`config.mk`:
```
export PLATFORM = sky130hd
export DESIGN_NAME = seq_gen
export DESIGN_NICKNAME = d
export VERILOG_FILES = /design/src/rtl/seq_gen_pkg.sv /design/src/rtl/seq_gen_shift_reg.sv /design/src/rtl/seq_gen.sv
export SDC_FILE = /design/constraint.sdc
export NUM_CORES = 1
export LEC_CHECK = 0
export ABC_AREA = 1
export CORE_ASPECT_RATIO = 1.2
export CORE_MARGIN = 1
export CORE_UTILIZATION = 50
export DETAILED_ROUTE_END_ITERATION = 12
export PLACE_DENSITY_LB_ADDON = 0.15
export SETUP_SLACK_MARGIN = 0.5
export SYNTH_ARGS = -nofsm -noshare
export SYNTH_HDL_FRONTEND = slang
export SYNTH_SLANG_ARGS = --single-unit
```
`constraint.sdc`:
```
create_clock -name clock -period 1.5 [get_ports clock]
set_input_delay 0.3 -clock clock [delete_from_list [all_inputs] [get_ports clock]]
set_output_delay 0.3 -clock clock [all_outputs]
set_load 0.05 [all_outputs]
```
`src/rtl/seq_gen_pkg.sv`:
```
// Shared encodings for the serial sequence generator: FSM state codes and preamble pattern.
package seq_pkg;

   localparam logic [1:0] IDLE  = 2'd0;
   localparam logic [1:0] PRE   = 2'd1;
   localparam logic [1:0] SHIFT = 2'd2;
   localparam logic [1:0] GAP   = 2'd3;

   localparam logic [2:0] PREAMBLE = 3'b101;
   localparam int         PRE_LEN  = 3;

endpackage

```
`src/rtl/seq_gen_shift_reg.sv`:
```
// Parallel-load shift register feeding the serializer; exposes the head bit, the bit behind it,
// and the bit that would be at the head if data were loaded now.
module seq_shift_reg
   import seq_pkg::*;
#(
   parameter int WIDTH     = 8,
   parameter bit MSB_FIRST = 1'b1
) (
   input  logic             clock,
   input  logic             reset,
   input  logic             load,
   input  logic             shift,
   input  logic [WIDTH-1:0] data,
   output logic             head,
   output logic             peek,
   output logic             load_bit
);

   logic [WIDTH-1:0] sr;

   always_ff @(posedge clock or negedge reset) begin
      if (!reset) begin
         sr <= '0;
      end else if (load) begin
         sr <= data;
      end else if (shift) begin
         sr <= MSB_FIRST ? {sr[WIDTH-2:0], 1'b0} : {1'b0, sr[WIDTH-1:1]};
      end
   end

   assign head     = MSB_FIRST ? sr[WIDTH-1]   : sr[0];
   assign peek     = MSB_FIRST ? sr[WIDTH-2]   : sr[1];
   assign load_bit = MSB_FIRST ? data[WIDTH-1] : data[0];

endmodule

```
`src/rtl/seq_gen.sv`:
```
// Serial bit-pattern generator: accepts words over valid/ready and shifts them out one bit per clock.
// Optional 1,0,1 preamble before each word when SEQ_GEN_PREAMBLE_EN is defined.
//
//  state | meaning
//  IDLE  | waiting for a word, seq_out=0, data_ready=1
//  PRE   | emitting the 3-bit preamble (only with SEQ_GEN_PREAMBLE_EN)
//  SHIFT | emitting data bits, bit_cnt counts down to the last bit
//  GAP   | GAP_CYCLES idle bits after a word, data_ready=0
module seq_gen
   import seq_pkg::*;
#(
   parameter int WIDTH      = 8,
   parameter int GAP_CYCLES = 0,
   parameter bit MSB_FIRST  = 1'b1
) (
   input  logic             clock,
   input  logic             reset,
   input  logic [WIDTH-1:0] data_in,
   input  logic             data_valid,
   output logic             data_ready,
   output logic             seq_out,
   output logic             busy,
   output logic             word_done
);

   localparam int               CNT_W    = $clog2(WIDTH);
   localparam logic [CNT_W-1:0] BIT_LOAD = CNT_W'(WIDTH - 1);
   localparam logic [3:0]       GAP_LOAD = 4'(GAP_CYCLES > 0 ? GAP_CYCLES - 1 : 0);
`ifdef SEQ_GEN_PREAMBLE_EN
   localparam logic [1:0]       START_ST = PRE;
   localparam logic [1:0]       PRE_LOAD = 2'(PRE_LEN - 1);
`else
   localparam logic [1:0]       START_ST = SHIFT;
`endif

   logic [1:0]       state;
   logic [1:0]       state_nxt;
   logic [CNT_W-1:0] bit_cnt;
   logic [3:0]       gap_cnt;
   logic             seq_out_nxt;
   logic             accept;
   logic             last_bit;
   logic             sr_shift;
   logic             sr_head;
   logic             sr_peek;
   logic             sr_load_bit;
`ifdef SEQ_GEN_PREAMBLE_EN
   logic [1:0]       pre_cnt;
`endif

   assign accept   = data_valid & data_ready;
   assign last_bit = (state == SHIFT) && (bit_cnt == '0);
   assign sr_shift = (state == SHIFT) && (bit_cnt != '0);

   seq_shift_reg #(
      .WIDTH     (WIDTH),
      .MSB_FIRST (MSB_FIRST)
   ) u_shift_reg (
      .clock    (clock),
      .reset    (reset),
      .load     (accept),
      .shift    (sr_shift),
      .data     (data_in),
      .head     (sr_head),
      .peek     (sr_peek),
      .load_bit (sr_load_bit)
   );

   always_ff @(posedge clock or negedge reset) begin
      if (!reset) begin
         state <= IDLE;
      end else begin
         state <= state_nxt;
      end
   end

   always_comb begin
      state_nxt = state;
      case (state)
         IDLE: begin
            if (accept) state_nxt = START_ST;
         end
`ifdef SEQ_GEN_PREAMBLE_EN
         PRE: begin
            if (pre_cnt == 2'd0) state_nxt = SHIFT;
         end
`endif
         SHIFT: begin
            if (last_bit) begin
               if (GAP_CYCLES > 0)  state_nxt = GAP;
               else if (accept)     state_nxt = START_ST;
               else                 state_nxt = IDLE;
            end
         end
         GAP: begin
            if (gap_cnt == 4'd0) state_nxt = IDLE;
         end
         default: state_nxt = IDLE;
      endcase
   end

   always_comb begin
      data_ready = (state == IDLE) | (last_bit & (GAP_CYCLES == 0));
      busy       = (state != IDLE);
      word_done  = last_bit;
   end

   // seq_out is registered, so compute the bit that the next state will present.
   always_comb begin
      seq_out_nxt = 1'b0;
      case (state_nxt)
         SHIFT: begin
            if ((state == SHIFT) && !last_bit) seq_out_nxt = sr_peek;
            else if (accept)                   seq_out_nxt = sr_load_bit;
            else                               seq_out_nxt = sr_head;
         end
`ifdef SEQ_GEN_PREAMBLE_EN
         PRE: begin
            if (accept) seq_out_nxt = PREAMBLE[PRE_LOAD];
            else        seq_out_nxt = PREAMBLE[2'(pre_cnt - 2'd1)];
         end
`endif
         default: seq_out_nxt = 1'b0;
      endcase
   end

   always_ff @(posedge clock or negedge reset) begin
      if (!reset) begin
         seq_out <= 1'b0;
         bit_cnt <= '0;
         gap_cnt <= '0;
      end else begin
         seq_out <= seq_out_nxt;
         if (accept) begin
            bit_cnt <= BIT_LOAD;
         end else if (sr_shift) begin
            bit_cnt <= bit_cnt - CNT_W'(1);
         end
         if (last_bit) begin
            gap_cnt <= GAP_LOAD;
         end else if ((state == GAP) && (gap_cnt != 4'd0)) begin
            gap_cnt <= gap_cnt - 4'd1;
         end
      end
   end

`ifdef SEQ_GEN_PREAMBLE_EN
   always_ff @(posedge clock or negedge reset) begin
      if (!reset) begin
         pre_cnt <= 2'd0;
      end else if (accept) begin
         pre_cnt <= PRE_LOAD;
      end else if ((state == PRE) && (pre_cnt != 2'd0)) begin
         pre_cnt <= pre_cnt - 2'd1;
      end
   end
`endif

endmodule

```
==> flow_metrics.py, run 1 <==
metrics = {
    "synthesis": {
        "yosys-top-cells-area": "dfrtp_1 48%, nand3_1 15%, nand2_1 11%",
        "ys_types": 19,
        "ys_ff_latch": 17,
        "synth_area_um2": 895,
        "syn_nets": 122,
        "ys_seq_area_share_pct": 47.6,
        "syn_area_per_cell_um2": 8.36,
        "synthCells": 107,
        "synth.top_cell.area_share_pct": 47.6,
        "yosysWarnings": 0,
        "synth_top_cell_by_area": "dfrtp_1",
    },
    "route": {
        "dr.pass1.iters": 8,
        "via_count": 901,
        "routedWlPerCell_um": 16.9,
        "drtIter0Drc": 35,
        "ant_nets": 0,
        "viasPerCell": 5.63,
        "drc": 0,
        "drt_wl_total_mm": 2.70,
    },
    "layout": {
        "instances_no_fill": 160,
        "antenna_cells": 0,
        "fillers": 73,
        "drive_above_1_share_pct": 50.0,
        "regArea_um2": 425,
        "fin_nets": 158,
        "fin_util_pct": 89.9,
        "syn2layout_area_growth_pct": 67.0,
        "multi_input_area_um2": 607,
    },
    "sta": {
        "tightest_slew_ns": 0.348,
        "final.setup.worst_slack_ns": -0.175,
        "clock.fmax_mhz": 597,
        "period_needed_ns": 1.67,
        "layout_worst_path_cycle_share_pct": 112,
        "hold_viol_final": 0,
        "rsz0062_at_grt": "yes",
        "skew_ns": 0.00436,
        "slew_viol_final": 0,
        "relSlewSlack_pct": 76.7,
        "finalSetupViolCount": 2,
    },
    "cts": {
        "cts_tree": "yes",
        "cts_sinks": 17,
        "clk_pin_slew_ns": 0.09,
        "insertion_delay_ns": 0.30,
        "h-tree-depth": 1,
        "cts_made_buffers": 3,
        "cts_root_buffer": "clkbuf_4",
        "hold_buffers": 0,
        "clk_path_buf_depth": 2,
    },
    "power": {
        "p_switching_w": 0.00113,
        "swShare_pct": 42.7,
        "seqPwrFrac_pct": 25.8,
        "p_int_w": 0.00151,
        "p_per_area_nw_per_um2": 1770,
        "p_leak_nw": 0.727,
        "ir_worst_vdd_uv": 1290,
        "pwr-share-clk_pct": 9.4,
        "comb_power_share_pct": 64.8,
    },
    "global_routing": {
        "first_global_vias": 851,
        "antenna_found_initial": 0,
        "grt_overflow": 0,
        "grt_pass1_wl_mm": 3.67,
        "grt_max_degree": 18,
        "grt.total_usage_pct": 27.3,
    },
    "placement": {
        "io_buffers": 14,
        "pre_cts_slack_ns": 0.100,
        "gp_congestion": 0.862,
        "hpwl_mm": 1.48,
        "placed_cells": 141,
    },
    "job": {
        "cap_violations": 0,
    },
    "floorplan": {
        "core.rowCount": 16,
        "fp.dieH_um": 48.3,
        "die_area_um2": 1960,
        "io_pins": 15,
        "core_um2": 1660,
        "die_x_um": 40.6,
        "start_util_pct": 53.8,
    },
    "setup_path": {
        "crit_arrival_ns": 1.37,
        "crit_type": "register to primary output",
        "crit_required_ns": 1.20,
        "cp_max_fo": 4,
        "start_kind": "register",
        "worstSetupEndpointType": "primary output",
    },
    "hold_path": {
        "hp-class": "input port to asynchronous set/reset pin",
    },
    "run_status": {
        "status": "finished, violations left",
        "violations": "setup timing",
    },
}
final cells by class:
type	instances	share of cell area, %
Inverter	13	3.69
Clock buffer	4	1.76
Sequential cell	17	28.5
Multi-Input combinational cell	75	40.6
Tap cell	18	1.51
Timing Repair Buffer	33	24.0
worst max-delay path: stages, from the launching register on:
cell and delay, ns:
dfrtp_1 0.40, inv_2 0.08, ha_4 0.16, inv_4 0.04, nor2_4 0.09, nand2_4 0.09, clkinvlp_4 0.10, buf_12 0.13
state kept, by name, summed over array words and instances, names as in the netlist:
signal	flops
u_shift_reg.sr	7
gap_cnt	4
state	2
seq_out	1
bit_cnt	3
layout by cell type (no fill, tap or decap), types with 2 or more instances in the layout:
cell and instances:
buf_4 12, nand3_4 4, ha_1 2, nand3_2 14, ha_4 2, buf_12 5
dfrtp_1 17, inv_1 3, nand3_1 10, nor2_4 2, nand2_4 6, nand2_2 3
or2_1 2, clkdlybuf4s50_1 10, nand2_1 22, inv_2 8, buf_6 6, clkbuf_4 3
cell usage after synthesis:
cell type / instances
nand4_1: 1
buf_4: 1
nand2_2: 5
buf_2: 1
nor2_1: 3
inv_1: 12
ha_1: 4
xor2_1: 1
inv_2: 1
o21ai_2: 1
a21oi_2: 1
nand3_2: 1
nor2_4: 1
nand2_4: 1
nand2_1: 26
or2_1: 2
nand3_1: 27
dfrtp_1: 17
o21ai_1: 1
timing repair:
item,CTS,global route
setup endpoints to repair,20,21
gates cloned,0,0
pin swaps,2,5
resized for setup,16,15
setup buffers,6,9
worst paths after layout:
check	cells past startpoint	slack, ns	startpoint	to
worst max register to register	11	0.04	bit_cnt[0]	bit_cnt[0]
worst max-delay path	7	-0.17	bit_cnt[1]	word_done
max in group asynchronous	2	0.99	reset	u_shift_reg.sr[2]
min in group clock	2	0.52	u_shift_reg.sr[0]	u_shift_reg.sr[1]
worst min register to register	2	0.52	u_shift_reg.sr[0]	u_shift_reg.sr[1]
worst min-delay path	2	0.32	reset	gap_cnt[0]
cells by family (layout without fill, tap and decap cells):
| family | Yosys count | count (layout) | synth area share, % |
|---|---|---|---|
| simple gates | 67 | 67 | 36.5 |
| flops | 17 | 17 | 47.6 |
| buf+inv | 15 | 50 | 6.85 |
| fa+ha+maj | 4 | 4 | 5.59 |
| compound gates | 3 | 3 | 2.52 |
| xor+xnor | 1 | 1 | 0.979 |
through the flow:
| stage | total power (W) | TNS [ns] | hold slack, ns | cell area [um^2] |
|---|---|---|---|---|
| after CTS | 0.00239 | -0.290 | 0.323 | 1360 |
| after detailed placement | 0.00188 | 0 | 0.483 | 1210 |
| after global routing | 0.00280 | -0.660 | 0.342 | 1490 |
| after floorplan | 0.00149 | 0 | 0.00441 | 998 |
| after global placement | 0.00183 | 0 | 0.468 | 1210 |
| final | 0.00264 | -0.347 | 0.316 | 1490 |
routing by layer:
metal / vias to the layer above / part of all wire (%) / GRT usage, %
met5: - / 0 / 0
met4: 0 / 1.4 / 11.7
met3: 5 / 4.1 / 4.13
met2: 33 / 53 / 43.1
met1: 445 / 42 / 35.3
li1: 418 / - / -
power by group through the flow:
| stage | sequential (W) | combinational [W] | clock [W] |
|---|---|---|---|
| 2_1_floorplan | 0.000689 | 0.000799 | 0 |
| 4_1_cts | 0.000668 | 0.00147 | 0.000248 |
| 3_5_place_dp | 0.000676 | 0.00120 | 0 |
| 6_report | 0.000681 | 0.00171 | 0.000248 |
| 5_1_grt | 0.000688 | 0.00183 | 0.000278 |
| 3_3_place_gp | 0.000672 | 0.00116 | 0 |
Note: power is estimated with default switching activity, not from simulation.
==> run 2, diff against run 1 <==
- SKIP_CTS_REPAIR_TIMING: default -> 1
==> run 2 against run 1 <==
Net effect:
- the flow still finishes with violations (setup timing)
- power decreased by 11%
- clock power decreased by 3%
- cell area decreased by 11%
- die area unchanged
- fmax decreased by 0.14%
- largest cell class unchanged
==> flow_metrics.py, run 2 (synthesized netlist as in run 1, its figures left out) <==
metrics = {
    "run_status": {
        "status": "finished, violations left",
        "violations": "setup timing",
    },
    "setup_path": {
        "crit_type": "register to primary output",
        "r2r-end": "bit_cnt[0]",
        "r2r_cells": 10,
        "crit_arrival_ns": 1.38,
        "reg2reg_from": "bit_cnt[0]",
        "cp_max_fo": 5,
        "worstSetupEndpointType": "primary output",
        "start_kind": "register",
        "r2r_setup_slack_ns": 0.11,
        "crit_required_ns": 1.20,
    },
    "cts": {
        "insertion_delay_ns": 0.29,
        "cts_root_buffer": "clkbuf_4",
        "clk_pin_slew_ns": 0.09,
        "h-tree-depth": 1,
        "cts_made_buffers": 3,
        "cts_sinks": 17,
        "clk_path_buf_depth": 2,
        "cts_tree": "yes",
    },
    "placement": {
        "io_buffers": 14,
        "placedInstanceArea_um2": 1210,
        "gp_congestion": 0.862,
        "hpwl_mm": 1.48,
    },
    "layout": {
        "fin_util_pct": 80.1,
        "largest_registers": "u_shift_reg.sr: 7 flops, gap_cnt: 4 flops, bit_cnt: 3 flops",
        "largest_reg_flops": 7,
        "top_register": "u_shift_reg.sr",
        "syn2layout_area_growth_pct": 48.8,
        "antenna_cells": 0,
        "final_area_um2": 1330,
        "fillers": 101,
        "drive_above_1_share_pct": 39.7,
        "mostFrequentLayoutCells": "24 x nand2_1, 17 x dfrtp_1, 14 x nand3_1, 13 x nand3_2, 10 x clkdlybuf4s50_1",
        "fin_nets": 147,
        "layout_commonest_cell": "nand2_1",
    },
    "route": {
        "ant_nets": 0,
        "drt_wl_total_mm": 2.00,
        "via_count": 762,
        "dr.pass1.iters": 5,
        "viasPerCell": 5.11,
        "drc": 0,
        "drtIter0Drc": 20,
        "routedWlPerCell_um": 13.4,
    },
    "floorplan": {
        "start_util_pct": 53.8,
        "io_pins": 15,
        "die_area_um2": 1960,
        "die_x_um": 40.6,
        "core.rowCount": 16,
        "core_um2": 1660,
        "fp.dieH_um": 48.3,
    },
    "power": {
        "p_int_w": 0.00135,
        "swShare_pct": 42.2,
        "p_leak_nw": 0.641,
        "seqPwrFrac_pct": 28.6,
        "ir_worst_vdd_uv": 1540,
        "pwr-share-clk_pct": 10.3,
        "comb_power_share_pct": 61.1,
        "p_switching_w": 0.000989,
        "p_per_area_nw_per_um2": 1760,
    },
    "global_routing": {
        "grt_max_degree": 18,
        "first_global_vias": 777,
        "grt.total_usage_pct": 23.1,
        "grt_use_met3_pct": 2.75,
        "gr-usage-met2_pct": 38.1,
        "antenna_found_initial": 0,
        "grt_overflow": 0,
        "gr-usage-met1_pct": 29.9,
        "grt_pass1_wl_mm": 3.18,
        "top_usage_layer": "met2",
    },
    "sta": {
        "hold_viol_final": 0,
        "relSlewSlack_pct": 81.1,
        "rsz0062_at_grt": "yes",
        "skew_ns": 0.00365,
        "finalSetupViolCount": 2,
        "slew_viol_final": 0,
        "clock.fmax_mhz": 596,
        "final.setup.worst_slack_ns": -0.177,
        "tightest_slew_ns": 0.283,
        "period_needed_ns": 1.68,
        "layout_worst_path_cycle_share_pct": 112,
        "tns_ns": -0.340,
    },
    "job": {
        "cap_violations": 0,
    },
    "hold_path": {
        "hp-class": "input port to asynchronous set/reset pin",
    },
}
==> run 2: final cells by class <==
type / count / area, um^2 / area share [%]
multi-input cells: 75 / 537 / 40.3
repair buffers: 22 / 268 / 20.1
flip-flops and latches: 17 / 425 / 32.0
well taps: 18 / 22.5 / 1.69
clock buffers: 4 / 26.3 / 1.97
inverters: 13 / 52.6 / 3.95
==> run 2: power groups by stage <==
| stage | clock (W) | combinational [W] | sequential, W |
|---|---|---|---|
| after floorplan | 0 | 0.000799 | 0.000689 |
| after global placement | 0 | 0.00116 | 0.000672 |
| after detailed placement | 0 | 0.00120 | 0.000676 |
| after CTS | 0.000248 | 0.00120 | 0.000667 |
| after global routing | 0.000262 | 0.00155 | 0.000677 |
| final | 0.000240 | 0.00143 | 0.000669 |
==> run 2: how the worst max path moves through the flow <==
| stage | startpoint | cells past startpoint | to | slack, ns |
|---|---|---|---|---|
| 2_1_floorplan | bit_cnt[1] | 6 | word_done | 0.19 |
| 3_3_place_gp | bit_cnt[1] | 7 | data_ready | 0.13 |
| 3_5_place_dp | bit_cnt[0] | 7 | data_ready | 0.10 |
| 4_1_cts | bit_cnt[0] | 7 | data_ready | -0.22 |
| 5_1_grt | bit_cnt[0] | 7 | word_done | -0.24 |
| 6_report | bit_cnt[0] | 7 | word_done | -0.18 |
==> run 2: worst max-delay path, stage by stage (launching register included) <==
cell and delay (ns):
dfrtp_1 0.37, inv_2 0.06, ha_4 0.16, inv_2 0.06, nor2_4 0.04, nand2_4 0.13, clkinvlp_4 0.12, buf_12 0.15
==> run 2: routing by layer <==
layer,vias up,share of wire [%],routed length [um]
li1,391,-,-
met4,0,1.1,22
met5,-,0,0
met1,355,43,871
met2,14,53,1060
met3,2,2.6,53
==> run 2: stage by stage <==
stage	hold WS, ns	setup slack [ns]	cells	power, W
finish	0.325	-0.177	149	0.00234
global route	0.364	-0.240	149	0.00249
CTS	0.323	-0.225	145	0.00212
detailed placement	0.483	0.100	141	0.00188
global placement	0.468	0.134	141	0.00183
floorplan	0.00441	0.194	107	0.00149
==> run 3, diff against run 2 <==
- RECOVER_POWER: default -> 25
==> run 3 against run 2 <==
Net effect:
- the run still ends with setup timing left
- routed wire length is 0.15% lower
- first-iteration DRC count stayed put
- sequential share of layout area is 0.091 points higher
- non-clock buffer count stayed put
- sequential power hardly changed
- hold slack better by 0.17 ns
- core utilization is 0.23 points lower
- global-route usage stayed put
- critical endpoint unchanged
- cell area is 0.28% lower
==> flow_metrics.py, run 3 (synthesized netlist as in run 1, its figures left out) <==
metrics = {
    "run_status": {
        "status": "finished, violations left",
        "violations": "setup timing",
    },
    "global_routing": {
        "antenna_found_initial": 0,
        "grt.total_usage_pct": 23.1,
        "grt_max_degree": 18,
        "grt_overflow": 0,
        "grt_pass1_wl_mm": 3.18,
        "first_global_vias": 777,
    },
    "floorplan": {
        "fp.dieH_um": 48.3,
        "die_area_um2": 1960,
        "core_um2": 1660,
        "start_util_pct": 53.8,
        "io_pins": 15,
        "die_x_um": 40.6,
        "core.rowCount": 16,
    },
    "setup_path": {
        "crit_type": "register to primary output",
        "worstSetupEndpointType": "primary output",
        "crit_required_ns": 1.20,
        "start_kind": "register",
        "crit_arrival_ns": 1.38,
        "cp_max_fo": 5,
    },
    "layout": {
        "layout_commonest_cell": "nand2_1",
        "largest_registers": "u_shift_reg.sr: 7 flops, gap_cnt: 4 flops, bit_cnt: 3 flops",
        "syn2layout_area_growth_pct": 48.4,
        "regArea_um2": 425,
        "fillers": 103,
        "fin_util_pct": 79.9,
        "mostFrequentLayoutCells": "24 x nand2_1, 17 x dfrtp_1, 14 x nand3_1, 13 x nand3_2, 9 x clkdlybuf4s50_1",
        "largest_reg_flops": 7,
        "multi_input_area_um2": 537,
        "drive_above_1_share_pct": 38.9,
        "top_register": "u_shift_reg.sr",
        "fin_nets": 147,
        "antenna_cells": 0,
    },
    "sta": {
        "slew_viol_final": 0,
        "layout_worst_path_cycle_share_pct": 112,
        "finalSetupViolCount": 2,
        "relSlewSlack_pct": 40.6,
        "tns_ns": -0.340,
        "clock.fmax_mhz": 596,
        "rsz0062_at_grt": "yes",
        "skew_ns": 0.00365,
        "hold_viol_final": 0,
        "timing.hold.ws_ns": 0.498,
        "final.setup.worst_slack_ns": -0.177,
        "tightest_slew_ns": 0.891,
        "period_needed_ns": 1.68,
    },
    "hold_path": {
        "hp-class": "register to register",
    },
    "cts": {
        "insertion_delay_ns": 0.29,
        "cts_made_buffers": 3,
        "cts_sinks": 17,
        "cts_tree": "yes",
        "clk_path_buf_depth": 2,
        "cts_root_buffer": "clkbuf_4",
        "h-tree-depth": 1,
        "clk_pin_slew_ns": 0.09,
    },
    "power": {
        "ir_worst_vdd_uv": 1540,
        "finalPower_w": 0.00234,
        "p_per_area_nw_per_um2": 1760,
        "p_leak_nw": 0.637,
    },
    "route": {
        "viasPerCell": 5.11,
        "dr.pass1.iters": 5,
        "via_count": 762,
        "drtIter0Drc": 20,
        "drc": 0,
        "ant_nets": 0,
        "routedWlPerCell_um": 13.4,
        "drt_wl_total_mm": 2.00,
    },
    "placement": {
        "hpwl_mm": 1.48,
        "pre_cts_slack_ns": 0.100,
        "gp_congestion": 0.862,
        "io_buffers": 14,
    },
    "job": {
        "cap_violations": 0,
    },
}
-- run 3: cell count changes in the layout (fill, tap and decap cells not counted), sizes merged --
| cell | before | now |
|---|---|---|
| dlygate4sd3 | 0 | 1 |
| buf | 12 | 11 |
| clkdlybuf4s50 | 10 | 9 |
| clkbuf | 4 | 5 |
-- run 3: per-stage QoR --
stage	instance area, um^2	instances
after floorplan	998	107
after global placement	1210	141
after detailed placement	1210	141
after CTS	1240	145
after global routing	1330	149
final	1330	149
-- run 3: critical path, cell delays in order, from the launching register on --
cell and delay (ns):
dfrtp_1 0.37, inv_2 0.06, ha_4 0.16, inv_2 0.06, nor2_4 0.04, nand2_4 0.13, clkinvlp_4 0.12, buf_12 0.15
-- run 3: worst paths after layout --
kind,start,end,slack (ns),depth (start not counted)
max,bit_cnt[0],word_done,-0.18,7
min,u_shift_reg.sr[6],seq_out,0.50,2
max reg2reg,bit_cnt[0],bit_cnt[0],0.11,10
min reg2reg,u_shift_reg.sr[6],seq_out,0.50,2
max in group asynchronous,reset,bit_cnt[0],0.32,2
min in group asynchronous,reset,gap_cnt[0],0.64,2
-- run 3: cell type report --
cell class                      instances  share of cell area, %
Sequential cell                        17                   32.0
Multi-Input combinational cell         75                   40.4
Tap cell                               18                   1.70
Timing Repair Buffer                   22                   19.9
Inverter                               13                   3.96
Clock buffer                            4                   1.98
-- run 3: power breakdown --
| part | internal (W) | switching [W] |
|---|---|---|
| clock | 0.000104 | 0.000137 |
| sequential | 0.000586 | 0.0000828 |
| combinational | 0.000660 | 0.000769 |
| total | 0.00135 | 0.000989 |
-- run 3: layer usage --
layer	track usage, %	up-vias	part of all wire [%]
met2	38.1	14	53
met4	7.78	0	1.1
met1	29.9	355	43
met5	0	-	0
li1	-	391	-
met3	2.75	2	2.6
